$ cat src/rtl/acc_seq_pkg.sv
`default_nettype none
// +----------------------------------------------------------------------------+
// | Module      : acc_seq_pkg                                                  |
// | Description : Layer codes and the passes-per-output table shared by the    |
// |               accumulator sequencer and the accumulator array top.         |
// | Revision    : 1.0 - initial release                                        |
// +----------------------------------------------------------------------------+
package acc_seq_pkg;

  typedef logic [2:0] layer_code_t;

  // Layer codes as carried on i_layer_state / o_acc_layer.
  localparam layer_code_t c_layer_idle = 3'b000;
  localparam layer_code_t c_layer_c1   = 3'b001;
  localparam layer_code_t c_layer_s2   = 3'b010;
  localparam layer_code_t c_layer_c3   = 3'b011;
  localparam layer_code_t c_layer_s4   = 3'b100;
  localparam layer_code_t c_layer_c5   = 3'b101;

  // Pass counter is 5 bits: the largest layer needs 16 passes per output.
  localparam int          c_pass_bw    = 5;
  localparam logic [4:0]  c_pass_max   = 5'd16;

  // A start is only meaningful for one of the five real layers.
  function automatic logic layer_is_valid(input layer_code_t code);
    return (code >= c_layer_c1) && (code <= c_layer_c5);
  endfunction

  // Multiplier beats that must be summed into one output of a layer.
  // Subsampling layers and the first convolution need a single beat;
  // C3 folds 6 input maps and C5 folds 16.
  function automatic logic [4:0] layer_passes(input layer_code_t code);
    logic [4:0] passes;
    case (code)
      c_layer_c3: passes = 5'd6;
      c_layer_c5: passes = c_pass_max;
      default:    passes = 5'd1;
    endcase
    return passes;
  endfunction

endpackage : acc_seq_pkg
`default_nettype wire

$ cat src/rtl/acc_seq.sv
`default_nettype none
// +----------------------------------------------------------------------------+
// | Module      : acc_seq                                                      |
// | Description : Accumulator sequencer. For each output of a layer it clears  |
// |               the accumulators, accepts P multiplier beats, waits for the  |
// |               accumulator pipeline to settle, then presents the result     |
// |               with a valid/ready handshake. Pulses o_done at layer end.    |
// | Revision    : 1.0 - initial release                                        |
// +----------------------------------------------------------------------------+
// | Ports                                                                      |
// |   clk           in   clock, all logic on rising edge                       |
// |   rst_n         in   asynchronous active-low reset                         |
// |   i_start       in   start pulse, honoured only when idle                  |
// |   i_layer_state in   [2:0] layer code, sampled with i_start                |
// |   i_num_out     in   [CNT_BW-1:0] outputs for the layer, sampled w/ start  |
// |   i_mul_valid   in   multiplier-array beat present                         |
// |   o_mul_ready   out  beat accepted this cycle (decoded from state)         |
// |   o_acc_layer   out  [2:0] latched layer code to the accumulator array    |
// |   o_acc_clear   out  one-cycle accumulator clear                           |
// |   o_out_valid   out  accumulated result valid                              |
// |   i_out_ready   in   downstream accepts result                             |
// |   o_busy        out  high whenever not idle (decoded from state)           |
// |   o_done        out  one-cycle pulse after last result accepted            |
// +----------------------------------------------------------------------------+
module acc_seq
  import acc_seq_pkg::*;
#(
  parameter int ACC_LAT = 2,
  parameter int CNT_BW  = 10
) (
  input  logic              clk,
  input  logic              rst_n,
  input  logic              i_start,
  input  logic [2:0]        i_layer_state,
  input  logic [CNT_BW-1:0] i_num_out,
  input  logic              i_mul_valid,
  output logic              o_mul_ready,
  output logic [2:0]        o_acc_layer,
  output logic              o_acc_clear,
  output logic              o_out_valid,
  input  logic              i_out_ready,
  output logic              o_busy,
  output logic              o_done
);

  // --------------------------------------------------------------------------
  // State encoding
  // --------------------------------------------------------------------------
  localparam logic [2:0] c_st_idle  = 3'd0;
  localparam logic [2:0] c_st_clear = 3'd1;
  localparam logic [2:0] c_st_accum = 3'd2;
  localparam logic [2:0] c_st_drain = 3'd3;
  localparam logic [2:0] c_st_out   = 3'd4;
  localparam logic [2:0] c_st_done  = 3'd5;

  // Drain counter runs 0..ACC_LAT-1. With ACC_LAT == 0 the drain state is
  // bypassed entirely and the counter is a harmless single bit.
  localparam int                  c_drain_w    = (ACC_LAT > 1) ? $clog2(ACC_LAT) : 1;
  localparam logic [c_drain_w-1:0] c_drain_last = c_drain_w'((ACC_LAT > 0) ? ACC_LAT - 1 : 0);
  localparam logic [c_drain_w-1:0] c_drain_one  = c_drain_w'(1);
  localparam logic [CNT_BW-1:0]    c_out_one    = CNT_BW'(1);
  localparam logic [4:0]           c_pass_one   = 5'd1;

  // --------------------------------------------------------------------------
  // Declarations
  // --------------------------------------------------------------------------
  logic [2:0]           r_state;
  logic [2:0]           w_next_state;

  layer_code_t          r_layer;
  logic [4:0]           r_passes;
  logic [CNT_BW-1:0]    r_num_out;
  logic [c_pass_bw-1:0] r_pass_cnt;
  logic [CNT_BW-1:0]    r_out_cnt;
  logic [c_drain_w-1:0] r_drain_cnt;

  logic                 r_acc_clear;
  logic                 r_out_valid;
  logic                 r_done;
  logic                 w_acc_clear_d;
  logic                 w_out_valid_d;
  logic                 w_done_d;

  logic                 w_start_ok;
  logic                 w_beat;
  logic                 w_last_beat;
  logic                 w_out_hs;
  logic                 w_last_out;
  logic [CNT_BW-1:0]    w_out_cnt_inc;
  logic [4:0]           w_pass_cnt_inc;

  // --------------------------------------------------------------------------
  // Event decode
  // --------------------------------------------------------------------------
  assign w_start_ok     = (r_state == c_st_idle) && i_start &&
                          layer_is_valid(i_layer_state) && (i_num_out != '0);
  assign w_beat         = (r_state == c_st_accum) && i_mul_valid;
  assign w_pass_cnt_inc = r_pass_cnt + c_pass_one;
  // The pass counter never exceeds the latched pass count, so the compare
  // against count+1 cannot wrap even at 16 passes.
  assign w_last_beat    = w_beat && (w_pass_cnt_inc == r_passes);
  assign w_out_hs       = (r_state == c_st_out) && i_out_ready;
  assign w_out_cnt_inc  = r_out_cnt + c_out_one;
  assign w_last_out     = (w_out_cnt_inc == r_num_out);

  // --------------------------------------------------------------------------
  // State register (plus registered outputs, which follow the next state so
  // they are aligned with the state they describe)
  // --------------------------------------------------------------------------
  always_ff @(posedge clk or negedge rst_n) begin
    if (!rst_n) begin
      r_state     <= c_st_idle;
      r_acc_clear <= 1'b0;
      r_out_valid <= 1'b0;
      r_done      <= 1'b0;
    end else begin
      r_state     <= w_next_state;
      r_acc_clear <= w_acc_clear_d;
      r_out_valid <= w_out_valid_d;
      r_done      <= w_done_d;
    end
  end

  // --------------------------------------------------------------------------
  // Next-state logic
  // --------------------------------------------------------------------------
  always_comb begin
    w_next_state = r_state;
    case (r_state)
      c_st_idle: begin
        if (w_start_ok) begin
          w_next_state = c_st_clear;
        end
      end
      c_st_clear: begin
        w_next_state = c_st_accum;
      end
      c_st_accum: begin
        if (w_last_beat) begin
          if (ACC_LAT == 0) begin
            w_next_state = c_st_out;
          end else begin
            w_next_state = c_st_drain;
          end
        end
      end
      c_st_drain: begin
        if (r_drain_cnt == c_drain_last) begin
          w_next_state = c_st_out;
        end
      end
      c_st_out: begin
        if (i_out_ready) begin
          w_next_state = w_last_out ? c_st_done : c_st_clear;
        end
      end
      c_st_done: begin
        w_next_state = c_st_idle;
      end
      default: begin
        w_next_state = c_st_idle;
      end
    endcase
  end

  // --------------------------------------------------------------------------
  // Output logic
  // --------------------------------------------------------------------------
  always_comb begin
    o_mul_ready   = (r_state == c_st_accum);
    o_busy        = (r_state != c_st_idle);
    w_acc_clear_d = (w_next_state == c_st_clear);
    w_out_valid_d = (w_next_state == c_st_out);
    w_done_d      = (w_next_state == c_st_done);
  end

  assign o_acc_clear = r_acc_clear;
  assign o_out_valid = r_out_valid;
  assign o_done      = r_done;
  assign o_acc_layer = r_layer;

  // --------------------------------------------------------------------------
  // Layer context and counters
  // --------------------------------------------------------------------------
  always_ff @(posedge clk or negedge rst_n) begin
    if (!rst_n) begin
      r_layer   <= c_layer_idle;
      r_passes  <= '0;
      r_num_out <= '0;
    end else if (w_start_ok) begin
      r_layer   <= i_layer_state;
      r_passes  <= layer_passes(i_layer_state);
      r_num_out <= i_num_out;
    end else if (r_state == c_st_done) begin
      // DONE always exits on the next edge, so the code drops with it.
      r_layer   <= c_layer_idle;
    end
  end

  always_ff @(posedge clk or negedge rst_n) begin
    if (!rst_n) begin
      r_pass_cnt <= '0;
    end else if (r_state == c_st_clear) begin
      r_pass_cnt <= '0;
    end else if (w_beat) begin
      r_pass_cnt <= w_pass_cnt_inc;
    end
  end

  always_ff @(posedge clk or negedge rst_n) begin
    if (!rst_n) begin
      r_out_cnt <= '0;
    end else if (w_start_ok) begin
      r_out_cnt <= '0;
    end else if (w_out_hs) begin
      r_out_cnt <= w_out_cnt_inc;
    end
  end

  always_ff @(posedge clk or negedge rst_n) begin
    if (!rst_n) begin
      r_drain_cnt <= '0;
    end else if (r_state == c_st_drain) begin
      r_drain_cnt <= r_drain_cnt + c_drain_one;
    end else begin
      r_drain_cnt <= '0;
    end
  end

endmodule : acc_seq
`default_nettype wire

$ cat config.mk
export PLATFORM = sky130hd
export DESIGN_NAME = acc_seq
export DESIGN_NICKNAME = d
export VERILOG_FILES = /design/src/rtl/acc_seq_pkg.sv /design/src/rtl/acc_seq.sv
export SDC_FILE = /design/constraint.sdc
export NUM_CORES = 1
export LEC_CHECK = 0
export BUFFER_PORTS_ARGS = -buffer_cell sky130_fd_sc_hd__buf_2
export CORE_MARGIN = 2
export CORE_UTILIZATION = 62
export DETAILED_ROUTE_END_ITERATION = 6
export PLACE_DENSITY = 0.89
export SYNTH_ARGS = -nofsm -noshare
export SYNTH_HDL_FRONTEND = slang
export SYNTH_SLANG_ARGS = --single-unit
$ cat constraint.sdc
create_clock -name clk -period 4.4 [get_ports clk]
set_clock_uncertainty 0.1 [all_clocks]
set_input_delay 0.22 -clock clk [delete_from_list [all_inputs] [get_ports clk]]
set_output_delay 0.22 -clock clk [all_outputs]
set_load 0.1 [all_outputs]
Word-level counts from Yosys, hierarchy flattened
Index checks and enable logic that the tools add are counted.
{ "op_classes": {"eq_ne": 12, "add_sub_neg": 3, "n_lt_le_gt_ge": 2, "n_mux": 14, "reduce_logical": 13} }
{ "op_table": {"columns": ["operator", "count"], "rows": [
  ["$mux 3", 7],
  ["$mux 10", 2],
  ["$eq 3x3->1 const B", 5],
  ["$pmux 3 s5", 1],
  ["$add 10x1->10 const B", 1],
  ["$eq 10x10->1", 1],
  ["$mux 5", 2],
  ["$pmux 5 s2", 1],
  ["$reduce_bool 10->1", 1],
  ["$eq 3x2->1 const B", 3],
  ["$logic_and 1x1->1", 7],
  ["$eq 3x1->1 const B", 2],
  ["$reduce_bool 2->1", 3],
  ["$add 5x1->5 const B", 1],
  ["$eq 5x5->1", 1],
  ["$ge 3x1->1 const B", 1],
  ["$le 3x3->1 const B", 1],
  ["$logic_not 3->1", 1],
  ["$reduce_bool 3->1", 1],
  ["$add 1x1->1 const B", 1],
  ["$mux 1", 1]
]} }
{ "totals": {"word_cells": 54, "regBits": 40} }

Depth between registers and ports, before layout
Gate-level depths: netlist of the first run.
{ "logic_depth": {"ltp_word": 7, "ltp_mapped": 7} }

Least setup slack after synthesis of the first run
OpenSTA, ideal clock, no wires.
{ "synth_timing": {"kind": "flip-flop to output port", "start": "reg r_state[2]", "end": "out o_mul_ready", "n_path_buf": 1, "stages_incl_launch_ff": 4, "arrival_time_ps": 2002, "path_slack_ps": 2078, "path_cell_list": "dfrtp_1 -> clkbuf_1 -> nand2b_1 -> nor2_1"} }
{ "synth_via": {"elab_chain_len": 1} }
{ "synth_lines": {"columns": ["element", "line", "rtl"], "rows": [
  ["start, declared", "acc_seq.sv:67", "logic [2:0] r_state;"],
  ["start signal, assigned", "acc_seq.sv:112", "r_state <= c_st_idle;"],
  ["start signal, assigned", "acc_seq.sv:117", "r_state <= w_next_state;"],
  ["$eq 3x2->1", "acc_seq.sv:170", "o_mul_ready = (r_state == c_st_accum);"],
  ["end, declared", "acc_seq.sv:37", "output logic o_mul_ready,"]
]} }
No other way between the ends.

Worst setup path after layout of the first run
{ "layout_timing": {"start": "reg r_state[2]", "end": "reg r_out_cnt[2]"} }
{ "layout_via": {"elab_chain_len": 5, "elab_cells_between_ends": 8, "cone_classes": "1 x eq/ne; 1 x mux; 6 x reduce/logical"} }
{ "layout_lines": {"columns": ["element", "line", "rtl"], "rows": [
  ["$logic_not 3->1", "acc_seq.sv:95", "assign w_start_ok = (r_state == c_st_idle) && i_start &&"],
  ["$logic_and 1x1->1 (2 in series)", "acc_seq.sv:95", null],
  ["$logic_and 1x1->1", "acc_seq.sv:96", "layer_is_valid(i_layer_state) && (i_num_out != '0);"],
  ["$mux 10 / $reduce_bool 2->1 (equally long branches)", null, null],
  ["end signal, assigned", "acc_seq.sv:216", "r_out_cnt <= w_out_cnt_inc;"],
  ["end, declared", "acc_seq.sv:74", "logic [CNT_BW-1:0] r_out_cnt;"]
]} }
Parallel ways exist; a longest one is shown, timed or not.
A chain may end at the register's enable or synchronous reset.

==> results of run 1 <==
state kept, by name (all words and copies together) (netlist names):
name         flops
o_done           1
r_num_out       10
o_out_valid      1
r_state          3
r_pass_cnt       5
o_acc_layer      3
r_out_cnt       10
r_passes         3
r_drain_cnt      1
o_acc_clear      1
stage by stage:
| step | cell area [µm²] | utilization [%] |
|---|---|---|
| finish | 2452 | 72.35 |
| global route | 2452 | 72.35 |
| CTS | 2442 | 72.06 |
| detailed placement | 2349 | 69.29 |
| global placement | 2349 | 69.29 |
| floorplan | 2230 | - |
path summary, 6_finish.rpt:
path / start / endpoint / slack [ps] / cells past startpoint
max: r_state[2] / r_out_cnt[2] / 1880 / 6
min: i_num_out[6] / r_num_out[6] / 10 / 2
max reg2reg: r_state[2] / r_out_cnt[2] / 1880 / 6
min reg2reg: r_drain_cnt / r_drain_cnt / 360 / 1
max in group asynchronous: rst_n / r_state[1] / 3300 / 2
min in group asynchronous: rst_n / o_acc_layer[2] / 390 / 2
synth_stat cells (all sizes together) (2+ instances only):
cell type,n
o21ai,21
a31oi,3
nor3b,3
nor3,8
nand2,16
nor4b,2
mux2,10
nand2b,5
dfrtp,38
o41ai,4
xnor2,7
nand3,10
a21boi,2
o211ai,2
or4,2
ha,2
clkbuf,6
o31ai,3
nor2b,2
xor2,10
o22ai,6
or2,3
a21oi,10
inv,8
nor4,5
or3,3
nand4,3
buf,6
nor2,20
nand3b,3
cell families after synthesis:
| logic type | count (synthesis) | share of synthesized area [%] |
|---|---|---|
| flops | 38 | 42.65 |
| simple gates | 88 | 21.32 |
| compound gates | 62 | 18.80 |
| xor+xnor | 17 | 6.678 |
| buf+inv | 21 | 4.376 |
| mux | 10 | 5.051 |
| fa+ha+maj | 2 | 1.122 |
power breakdown:
group          total, W  switching (W)  internal, W
registers      0.000576       0.000123     0.000453
logic          0.000539       0.000337     0.000202
clock network  0.000192       0.000115    0.0000768
layer usage:
layer / share of wire, % / up-vias / GRT usage (%)
met5: 0 / - / 0
met4: 1.1 / 0 / 6.522
met3: 6.1 / 6 / 6.162
met2: 45 / 54 / 39.19
met1: 47 / 866 / 36.17
li1: - / 917 / -
critical path: stages, from the launching register on:
cell and delay [ps]:
dfrtp_1 520, nor4b_1 530, o41a_1 440, nand3b_4 250, and2_4 270, o21ai_0 160
o21ai_0 100
cell type report:
cell class | count | area, µm² | area share (%)
clock buffer | 6 | 51.30 | 2.092
clock inverter | 2 | 12.51 | 0.5102
inverter | 9 | 33.78 | 1.378
multi-input combinational | 179 | 1181 | 48.16
sequential | 38 | 950.9 | 38.78
tap | 46 | 57.56 | 2.347
timing repair buffer | 29 | 165.2 | 6.735
what timing repair did:
| item | CTS | global route |
|---|---|---|
| buffers inserted | 0 | 0 |
| hold endpoints to repair | 40 | 1 |
| hold buffers | 3 | 1 |
| gates resized for setup | 0 | 0 |
==> key figures, run 1 <==
Floorplan
  • Area of the die: 4092 µm²
  • Die width: 63.97 µm
  • Row count: 21
  • Total core area: 3390 µm²
  • I/O Pins: 26
  • Die Y-Extent: 63.97 µm
  • Starting density of the core: 65.78%

Hold path
  • Hold/Removal Path Class: in -> reg

Logic synthesis
  • Mapped Cells: 238
  • Synth top area share: 42.65%
  • Asr flop ratio synth: 100.0%
  • Dominant cell type by area after synthesis: dfrtp_1
  • Synth Area per Inst: 9.368 µm²
  • Dominant synthesized flop cell: dfrtp_1
  • Netlist Area Pre-Place: 2230 µm²
  • Yosys warning total: 0
  • Synth Register Bits: 38
  • Yosys cell types: 52
  • Synth top area cells: dfrtp_1 43%, mux2_2 5.1%, xor2_1 3.9%, nor2_1 3.4%, o21ai_0 3.1%
  • Synth Net Count: 258
  • Sequential fraction of the synthesis area: 42.65%
  • EDFF count, synth: 0

Global route
  • Vias in the first global route: 1742
  • Total grt overflow: 0
  • Largest net degree at the start of global routing: 39
  • GRT Total Usage: 25.45%
  • Global-route wire length before repair: 8148 µm
  • Initial antenna violation count: 0

Critical path
  • Crit end category: register
  • Crit path DAT: 2620 ps
  • Crit path max fanout: 15
  • Critical setup path kind: reg -> reg
  • Crit path launch type: register
  • Data required time at the worst endpoint: 4510 ps

Detailed routing
  • Post-DRT Antenna Nets: 0
  • DRC viols: 0
  • DRT Pass-1 Iters: 4
  • Detailed-route via count: 1843
  • Routed len/inst: 14.76 µm
  • Vias per inst: 5.964
  • WL final: 4560 µm
  • Initial DRC count: 138

STA
  • Slew Viols, Final: 0
  • Final setup viols: 0
  • Final hold viol count: 0
  • Final setup TNS: 0 ps
  • RSZ-0062 raised after global routing: no
  • Hold Slack: 12.80 ps
  • Highest clock rate: 397.4 MHz
  • Final period util: 57.19%
  • Crit path time final: 2516 ps
  • Rel. slew slack: 46.42%
  • Tightest Pin Transition: 803.7 ps
  • Setup slack after layout: 1884 ps

Placed design
  • Placed insts: 297
  • Gp weighted congestion: 0.9350
  • Place WS: 1892 ps
  • IO buf count: 25
  • Final HPWL DP: 3261 µm

Clock tree
  • TritonCTS Buffers: 5
  • CTS max path bufs: 2
  • CTS tree: done
  • CTS sink cnt: 38
  • Clk Latency, worst-skew pair: 350 ps
  • Clock root cell: clkbuf_4
  • H-tree depth: 2
  • Clock Pin Slew Worst Setup and Hold Paths: 120 ps

Layout
  • Syn-to-layout area delta: 9.989%
  • Diodes inserted: 0
  • Share of cells above drive strength 1: 20.91%
  • Leading cell type in the layout, fill and taps excluded: dfrtp_1
  • Non-Filler Instances: 309
  • Most frequent cells in the layout: 38 x dfrtp_1, 25 x buf_2, 20 x nor2_1, 16 x nand2_1, 14 x o21ai_0
  • Fillers: 266
  • NumNets Final: 282

Pwr
  • PwrDens: 533.3 nW/µm²
  • Cell leakage power: 1.053 nW
  • Max rail drop VDD: 0.0003652 V
  • Pwr Total: 0.001308 W

Status
  • Status: completed

Run
  • Max-cap violations: 0
(Power assumes the default switching activity.)
==> run 2, diff against run 1 <==
--- a/config.mk
+++ b/config.mk
@@ -7,9 +7,9 @@
 export LEC_CHECK = 0
 export BUFFER_PORTS_ARGS = -buffer_cell sky130_fd_sc_hd__buf_2
 export CORE_MARGIN = 2
-export CORE_UTILIZATION = 62
+export CORE_UTILIZATION = 52
 export DETAILED_ROUTE_END_ITERATION = 6
-export PLACE_DENSITY = 0.89
+export PLACE_DENSITY = 0.8
 export SYNTH_ARGS = -nofsm -noshare
 export SYNTH_HDL_FRONTEND = slang
 export SYNTH_SLANG_ARGS = --single-unit
==> constraint.sdc (replaced) <==
create_clock -name clk -period 2.3 [get_ports clk]
set_clock_uncertainty 0.1 [all_clocks]
set_input_delay 0.115 -clock clk [delete_from_list [all_inputs] [get_ports clk]]
set_output_delay 0.115 -clock clk [all_outputs]
set_load 0.1 [all_outputs]
==> run 2 against run 1 <==
Net effect:
- critical path depth grew 2
- clock power rose by 120%
- sequential power rose by 84%
- via count is 5.4% higher
- final area rose by 8.0%
- first-iteration DRC count shrank 42%
- register-to-register slack lost 1800 ps
- sequential share of layout area decreased by 2.8 points
- highest routed layer unchanged
==> key figures, run 2 (synthesis results as in run 1) <==
Layout
  • Syn-to-layout area delta: 18.74% (was 9.989%)
  • Fillers: 327 (was 266)
  • Top Registers: r_num_out x10, r_out_cnt x10, r_pass_cnt x5 (unchanged)
  • FF/Latch Area: 953.4 µm² (was 950.9 µm²)
  • Footprint of the multi-input gates: 1219 µm² (was 1181 µm²)
  • Share of cells above drive strength 1: 25.09% (was 20.91%)
  • Leading cell type in the layout, fill and taps excluded: dfrtp_1 (unchanged)
  • Final design utilization: 65.25% (was 72.35%)
  • NumNets Final: 299 (was 282)
  • Non-Filler Instances: 329 (was 309)
  • Most frequent cells in the layout: 36 x dfrtp_1, 25 x buf_2, 20 x nor2_1, 16 x nand2_1, 14 x o21ai_0 (was 38 x dfrtp_1, 25 x buf_2, 20 x nor2_1, 16 x nand2_1, 14 x o21ai_0)
  • Diodes inserted: 0 (unchanged)

Detailed routing
  • Routed len/inst: 15.50 µm (was 14.76 µm)
  • Met3 wire length: 227 µm (was 277 µm)
  • DRT Pass-1 Iters: 4 (unchanged)
  • Post-DRT Antenna Nets: 0 (unchanged)
  • Detailed-route via count: 1943 (was 1843)
  • WL final: 5100 µm (was 4560 µm)
  • M1 WL: 2437 µm (was 2157 µm)
  • DRC viols: 0 (unchanged)
  • WL met2: 2355 µm (was 2073 µm)
  • Top Metal Used: met4 (unchanged)
  • Vias per inst: 5.906 (was 5.964)
  • Initial DRC count: 80 (was 138)

Global route
  • Total grt overflow: 0 (unchanged)
  • Initial antenna violation count: 0 (unchanged)
  • Vias in the first global route: 1846 (was 1742)
  • Global-route wire length before repair: 8728 µm (was 8148 µm)
  • Largest net degree at the start of global routing: 39 (unchanged)
  • GRT Total Usage: 22.40% (was 25.45%)

Clock tree
  • TritonCTS Buffers: 5 (unchanged)
  • CTS sink cnt: 38 (unchanged)
  • Clock root cell: clkbuf_8 (was clkbuf_4)
  • Clock Pin Slew Worst Setup and Hold Paths: 80 ps (was 120 ps)
  • CTS tree: done (unchanged)
  • H-tree depth: 2 (unchanged)
  • Clk Latency, worst-skew pair: 290 ps (was 350 ps)
  • CTS max path bufs: 2 (unchanged)

Critical path
  • Crit path launch type: input port (was register)
  • R2R Path Start: r_state[1] (was r_state[2])
  • Critical R2R Capture: o_done (was r_out_cnt[2])
  • Crit path max fanout: 16 (was 15)
  • Critical setup path kind: in -> reg (was reg -> reg)
  • Register-to-register setup slack: 130 ps (was 1880 ps)
  • Data required time at the worst endpoint: 2400 ps (was 4510 ps)
  • Crit path DAT: 2290 ps (was 2620 ps)
  • Crit end category: register (unchanged)
  • Cells on worst reg2reg path: 6 (unchanged)

STA
  • Rel. slew slack: 43.46% (was 46.42%)
  • Slew Viols, Final: 0 (unchanged)
  • Final hold viol count: 0 (unchanged)
  • Highest clock rate: 456.2 MHz
  • Tightest Pin Transition: 848.1 ps (was 803.7 ps)
  • Crit path time final: 2192 ps
  • Hold Slack: 13.90 ps (was 12.80 ps)
  • Final setup TNS: 0 ps (unchanged)
  • RSZ-0062 raised after global routing: no (unchanged)
  • Setup slack after layout: 107.9 ps (was 1884 ps)
  • Final setup viols: 0 (unchanged)
  • Final period util: 95.31%

Hold path
  • Min-delay src: i_num_out[5] (was i_num_out[6])
  • Hold EP: r_num_out[5] (was r_num_out[6])
  • Hold path depth: 2 (unchanged)
  • Hold/Removal Path Class: in -> reg (unchanged)

Pwr
  • Int Pwr: 0.001518 W (was 0.0007324 W)
  • Clk network pwr share: 16.2% (was 14.7%)
  • Max rail drop VDD: 0.0006524 V (was 0.0003652 V)
  • NetSw: 0.001129 W (was 0.0005754 W)
  • PwrDens: 999.5 nW/µm² (was 533.3 nW/µm²)
  • Combinational Power Share: 43.7% (was 41.2%)
  • Cell leakage power: 1.130 nW (was 1.053 nW)
  • Flop pwr share: 40.2% (was 44.1%)
  • Switching Share: 42.65% (was 44.00%)

Placed design
  • Placed insts: 308 (was 297)
  • IO buf count: 25 (unchanged)
  • Place WS: -101.3 ps (was 1892 ps)
  • Gp weighted congestion: 0.8769 (was 0.9350)
  • Final HPWL DP: 3498 µm (was 3261 µm)

Floorplan
  • Die width: 69.48 µm (was 63.97 µm)
  • I/O Pins: 26 (unchanged)
  • Area of the die: 4827 µm² (was 4092 µm²)
  • Total core area: 4058 µm² (was 3390 µm²)
  • Starting density of the core: 54.95% (was 65.78%)
  • Die Y-Extent: 69.48 µm (was 63.97 µm)
  • Row count: 23 (was 21)

Status
  • Status: completed (unchanged)

Run
  • Max-cap violations: 0 (unchanged)
run 2: cell types whose count changed in the layout (fill, tap and decap cells not counted), moves of 2 or more:
| cell | previous run | this run |
|---|---|---|
| clkbuf_4 | 5 | 0 |
| dlygate4sd3_1 | 4 | 11 |
| dfrtp_2 | 0 | 2 |
| nor4b_1 | 2 | 0 |
| dfrtp_1 | 38 | 36 |
| buf_4 | 0 | 9 |
| clkbuf_8 | 1 | 5 |
| nor4b_2 | 0 | 2 |
| clkbuf_1 | 0 | 2 |
run 2: metrics by stage:
stage	area, µm²	power (W)
after floorplan	2230	0.001927
after global placement	2406	0.002144
after detailed placement	2406	0.002170
after CTS	2599	0.002618
after global routing	2648	0.002824
final	2648	0.002646
run 2: timing repair:
| item | in CTS | in global routing |
|---|---|---|
| pin swaps | 1 | 2 |
| endpoints found under the setup margin | 1 | 4 |
| gates resized for setup | 1 | 8 |
| hold buffers | 11 | 0 |
| buffers inserted | 0 | 2 |
| endpoints found under the hold margin | 50 | 0 |
| gates cloned | 0 | 1 |
run 2: critical path, stage by stage:
cell           delay, ps
dlygate4sd3_1        530
buf_2                130
or4_1                450
o41a_1               390
nand3b_4             230
and2_4               260
o21ai_0              100
o21ai_0               90
run 2: area by class of cell:
cell class              instances  share of cell area (%)
multi-input cells             180                   46.03
flip-flops and latches         38                   36.01
repair buffers                 45                   11.44
clock buffers                   7                   2.883
well taps                      50                   2.363
inverters                       9                   1.276
run 2: worst max-delay path by stage:
stage | from | to | slack, ps | depth (start not counted)
after floorplan | r_state[2] | o_mul_ready | 80 | 3
after global placement | r_state[1] | o_done | -20 | 6
after detailed placement | r_state[1] | o_done | -100 | 6
after CTS | r_out_cnt[1] | o_done | 6 | 7
after global routing | r_state[1] | o_done | 2 | 6
final | i_num_out[2] | r_out_cnt[2] | 110 | 8
run 2: power by group through the flow:
stage	sequential (W)	clock, W	combinational, W
3_3_place_gp	0.00106	0	0.00108
4_1_cts	0.00106	0.000437	0.00112
3_5_place_dp	0.00107	0	0.00110
5_1_grt	0.00110	0.000475	0.00125
2_1_floorplan	0.00121	0	0.000721
6_report	0.00106	0.000428	0.00116
run 2: routing by layer:
layer,track usage [%],vias up
met5,0,-
met4,7.190,0
met3,5.378,8
met2,36.11,48
met1,29.82,939
li1,-,948
==> run 3, diff against run 2 <==
==> constraint.sdc (replaced) <==
create_clock -name clk -period 1.8 [get_ports clk]
set_clock_uncertainty 0.1 [all_clocks]
set_input_delay 0.09 -clock clk [delete_from_list [all_inputs] [get_ports clk]]
set_output_delay 0.09 -clock clk [all_outputs]
set_load 0.1 [all_outputs]
==> run 3 against run 2 <==
Net effect:
- the flow now finishes with violations (negative setup slack)
- sequential share of layout area decreased by 6.3 points
- worst setup slack got worse by 270 ps
- sequential power increased by 29%
- critical path depth unchanged
- total power increased by 56%
- first-iteration DRC count increased by 75%
- die area unchanged
- non-clock buffer count increased by 43
- final area increased by 22%
- via count increased by 12%
- critical path type is now reg -> reg
- largest power group unchanged
==> key figures, run 3 (synthesis results as in run 1) <==
Layout
  • Fillers: 240 (was 327)
  • Top Registers: r_num_out x10, r_out_cnt x10, r_pass_cnt x5 (unchanged)
  • NumNets Final: 342 (was 299)
  • Footprint of the multi-input gates: 1338 µm² (was 1219 µm²)
  • Final design utilization: 79.31% (was 65.25%)
  • FF/Latch Area: 954.7 µm² (was 953.4 µm²)
  • Share of cells above drive strength 1: 42.11% (was 25.09%)
  • Syn-to-layout area delta: 44.33% (was 18.74%)
  • Diodes inserted: 0 (unchanged)
  • Design area: 3218 µm² (was 2648 µm²)
  • Most frequent cells in the layout: 46 x buf_4, 35 x dfrtp_1, 23 x buf_2, 17 x nor2_1, 13 x nand2_1 (was 36 x dfrtp_1, 25 x buf_2, 20 x nor2_1, 16 x nand2_1, 14 x o21ai_0)
  • Leading cell type in the layout, fill and taps excluded: buf_4 (was dfrtp_1)

Detailed routing
  • Detailed-route via count: 2177 (was 1943)
  • Routed len/inst: 16.49 µm (was 15.50 µm)
  • WL final: 6150 µm (was 5100 µm)
  • Vias per inst: 5.836 (was 5.906)
  • DRC viols: 0 (unchanged)
  • Initial DRC count: 140 (was 80)
  • Post-DRT Antenna Nets: 0 (unchanged)
  • DRT Pass-1 Iters: 4 (unchanged)

Critical path
  • Cells on worst reg2reg path: 8 (was 6)
  • R2R Path Start: r_out_cnt[1] (was r_state[1])
  • Critical setup path kind: reg -> reg (was in -> reg)
  • Crit end category: register (unchanged)
  • Register-to-register setup slack: -160 ps (was 130 ps)
  • Data required time at the worst endpoint: 1890 ps (was 2400 ps)
  • Crit path max fanout: 4 (was 16)
  • Crit path launch type: register (was input port)
  • Crit path DAT: 2040 ps (was 2290 ps)
  • Critical R2R Capture: o_done (unchanged)

STA
  • Tightest Pin Transition: 489.7 ps (was 848.1 ps)
  • Final period util: 108.8%
  • Hold Slack: 33.35 ps (was 13.90 ps)
  • Final setup TNS: -1905 ps (was 0 ps)
  • RSZ-0062 raised after global routing: yes (was no)
  • Final hold viol count: 0 (unchanged)
  • Final setup viols: 21 (was 0)
  • Setup slack after layout: -157.8 ps (was 107.9 ps)
  • Rel. slew slack: 67.35% (was 43.46%)
  • Crit path time final: 1958 ps
  • Highest clock rate: 510.8 MHz
  • Slew Viols, Final: 0 (unchanged)

Clock tree
  • Clock root cell: clkbuf_8 (unchanged)
  • CTS sink cnt: 38 (unchanged)
  • H-tree depth: 2 (unchanged)
  • Clock Pin Slew Worst Setup and Hold Paths: 80 ps (about the same)
  • CTS max path bufs: 2 (unchanged)
  • TritonCTS Buffers: 5 (unchanged)
  • Clk Latency, worst-skew pair: 290 ps (about the same)
  • CTS tree: done (unchanged)

Floorplan
  • Row count: 23 (unchanged)
  • Total core area: 4058 µm² (unchanged)
  • I/O Pins: 26 (unchanged)
  • Area of the die: 4827 µm² (unchanged)
  • Starting density of the core: 54.95% (unchanged)
  • Die width: 69.48 µm (unchanged)
  • Die Y-Extent: 69.48 µm (unchanged)

Run
  • Max-cap violations: 0 (unchanged)

Global route
  • Largest net degree at the start of global routing: 39 (unchanged)
  • Global-route wire length before repair: 9880 µm (was 8728 µm)
  • GRT Total Usage: 25.29% (was 22.40%)
  • Vias in the first global route: 2163 (was 1846)
  • Total grt overflow: 0 (unchanged)
  • Initial antenna violation count: 0 (unchanged)

Placed design
  • Gp weighted congestion: 0.7921 (was 0.8769)
  • IO buf count: 25 (unchanged)
  • Placement-stage cell area: 2726 µm² (was 2406 µm²)
  • Final HPWL DP: 3822 µm (was 3498 µm)
  • Place WS: -212.1 ps (was -101.3 ps)

Pwr
  • PwrDens: 1285 nW/µm² (was 999.5 nW/µm²)
  • Cell leakage power: 1.414 nW (was 1.130 nW)
  • Max rail drop VDD: 0.0009255 V (was 0.0006524 V)

Hold path
  • Min-delay src: i_layer_state[0] (was i_num_out[5])
  • Hold EP: o_acc_layer[0] (was r_num_out[5])
  • Hold/Removal Path Class: in -> reg (unchanged)
  • Hold path depth: 3 (was 2)

Status
  • Failing checks: negative setup slack
  • Status: finished with violations (was completed)
==> run 3: cell type report <==
class | instances | share of cell area (%)
multi-input cells | 180 | 41.56
flip-flops and latches | 38 | 29.67
repair buffers | 88 | 21.50
clock buffers | 5 | 2.138
clock inverters | 3 | 2.138
well taps | 50 | 1.944
inverters | 9 | 1.050
==> run 3: worst max-delay path, cell delays in order (launching register included) <==
cell      delay (ps)
dfrtp_2          410
ha_4             170
nand4_1          190
buf_4            200
xor2_1           150
o211a_1          140
o32a_1           150
a21o_1           180
a21boi_2         150
==> run 3: report_power, final <==
part | switching (W) | total [W] | leakage (nW) | internal (W)
clock network | 0.000319 | 0.000875 | 0.0683 | 0.000555
registers | 0.000257 | 0.00137 | 0.478 | 0.00111
logic | 0.00108 | 0.00189 | 0.868 | 0.000808
total | 0.00166 | 0.00414 | 1.41 | 0.00248
==> run 3: how the worst max path moves through the flow <==
stage                            start           end  slack, ps
after floorplan           i_num_out[1]  r_num_out[4]       -110
after global placement      r_state[1]        o_done       -170
after detailed placement  i_num_out[1]  r_num_out[8]       -210
after CTS                 r_out_cnt[1]        o_done       -110
after global routing      r_out_cnt[1]        o_done       -240
final                     r_out_cnt[1]        o_done       -160
==> run 3: timing repair <==
item | 4_1_cts | 5_1_grt
buffers inserted | 8 | 3
endpoints found under the setup margin | 13 | 32
hold buffers | 11 | 0
endpoints found under the hold margin | 50 | 0
pin swaps | 9 | 4
resized for setup | 13 | 24
gates cloned | 1 | 1
==> run 3: stage by stage <==
stage / power [W] / std cells
4_1_cts: 0.004006 / 370
3_3_place_gp: 0.002941 / 342
5_1_grt: 0.004362 / 373
6_report: 0.004136 / 373
2_1_floorplan: 0.002503 / 238
3_5_place_dp: 0.002999 / 342
==> run 3: layer usage <==
| layer | up-vias | routed length, µm | global-route usage, % |
|---|---|---|---|
| li1 | 1035 | - | - |
| met1 | 1045 | 2674 | 33.27 |
| met2 | 76 | 3033 | 41.77 |
| met3 | 21 | 265 | 5.087 |
| met4 | 0 | 176 | 8.497 |
| met5 | - | 0 | 0 |
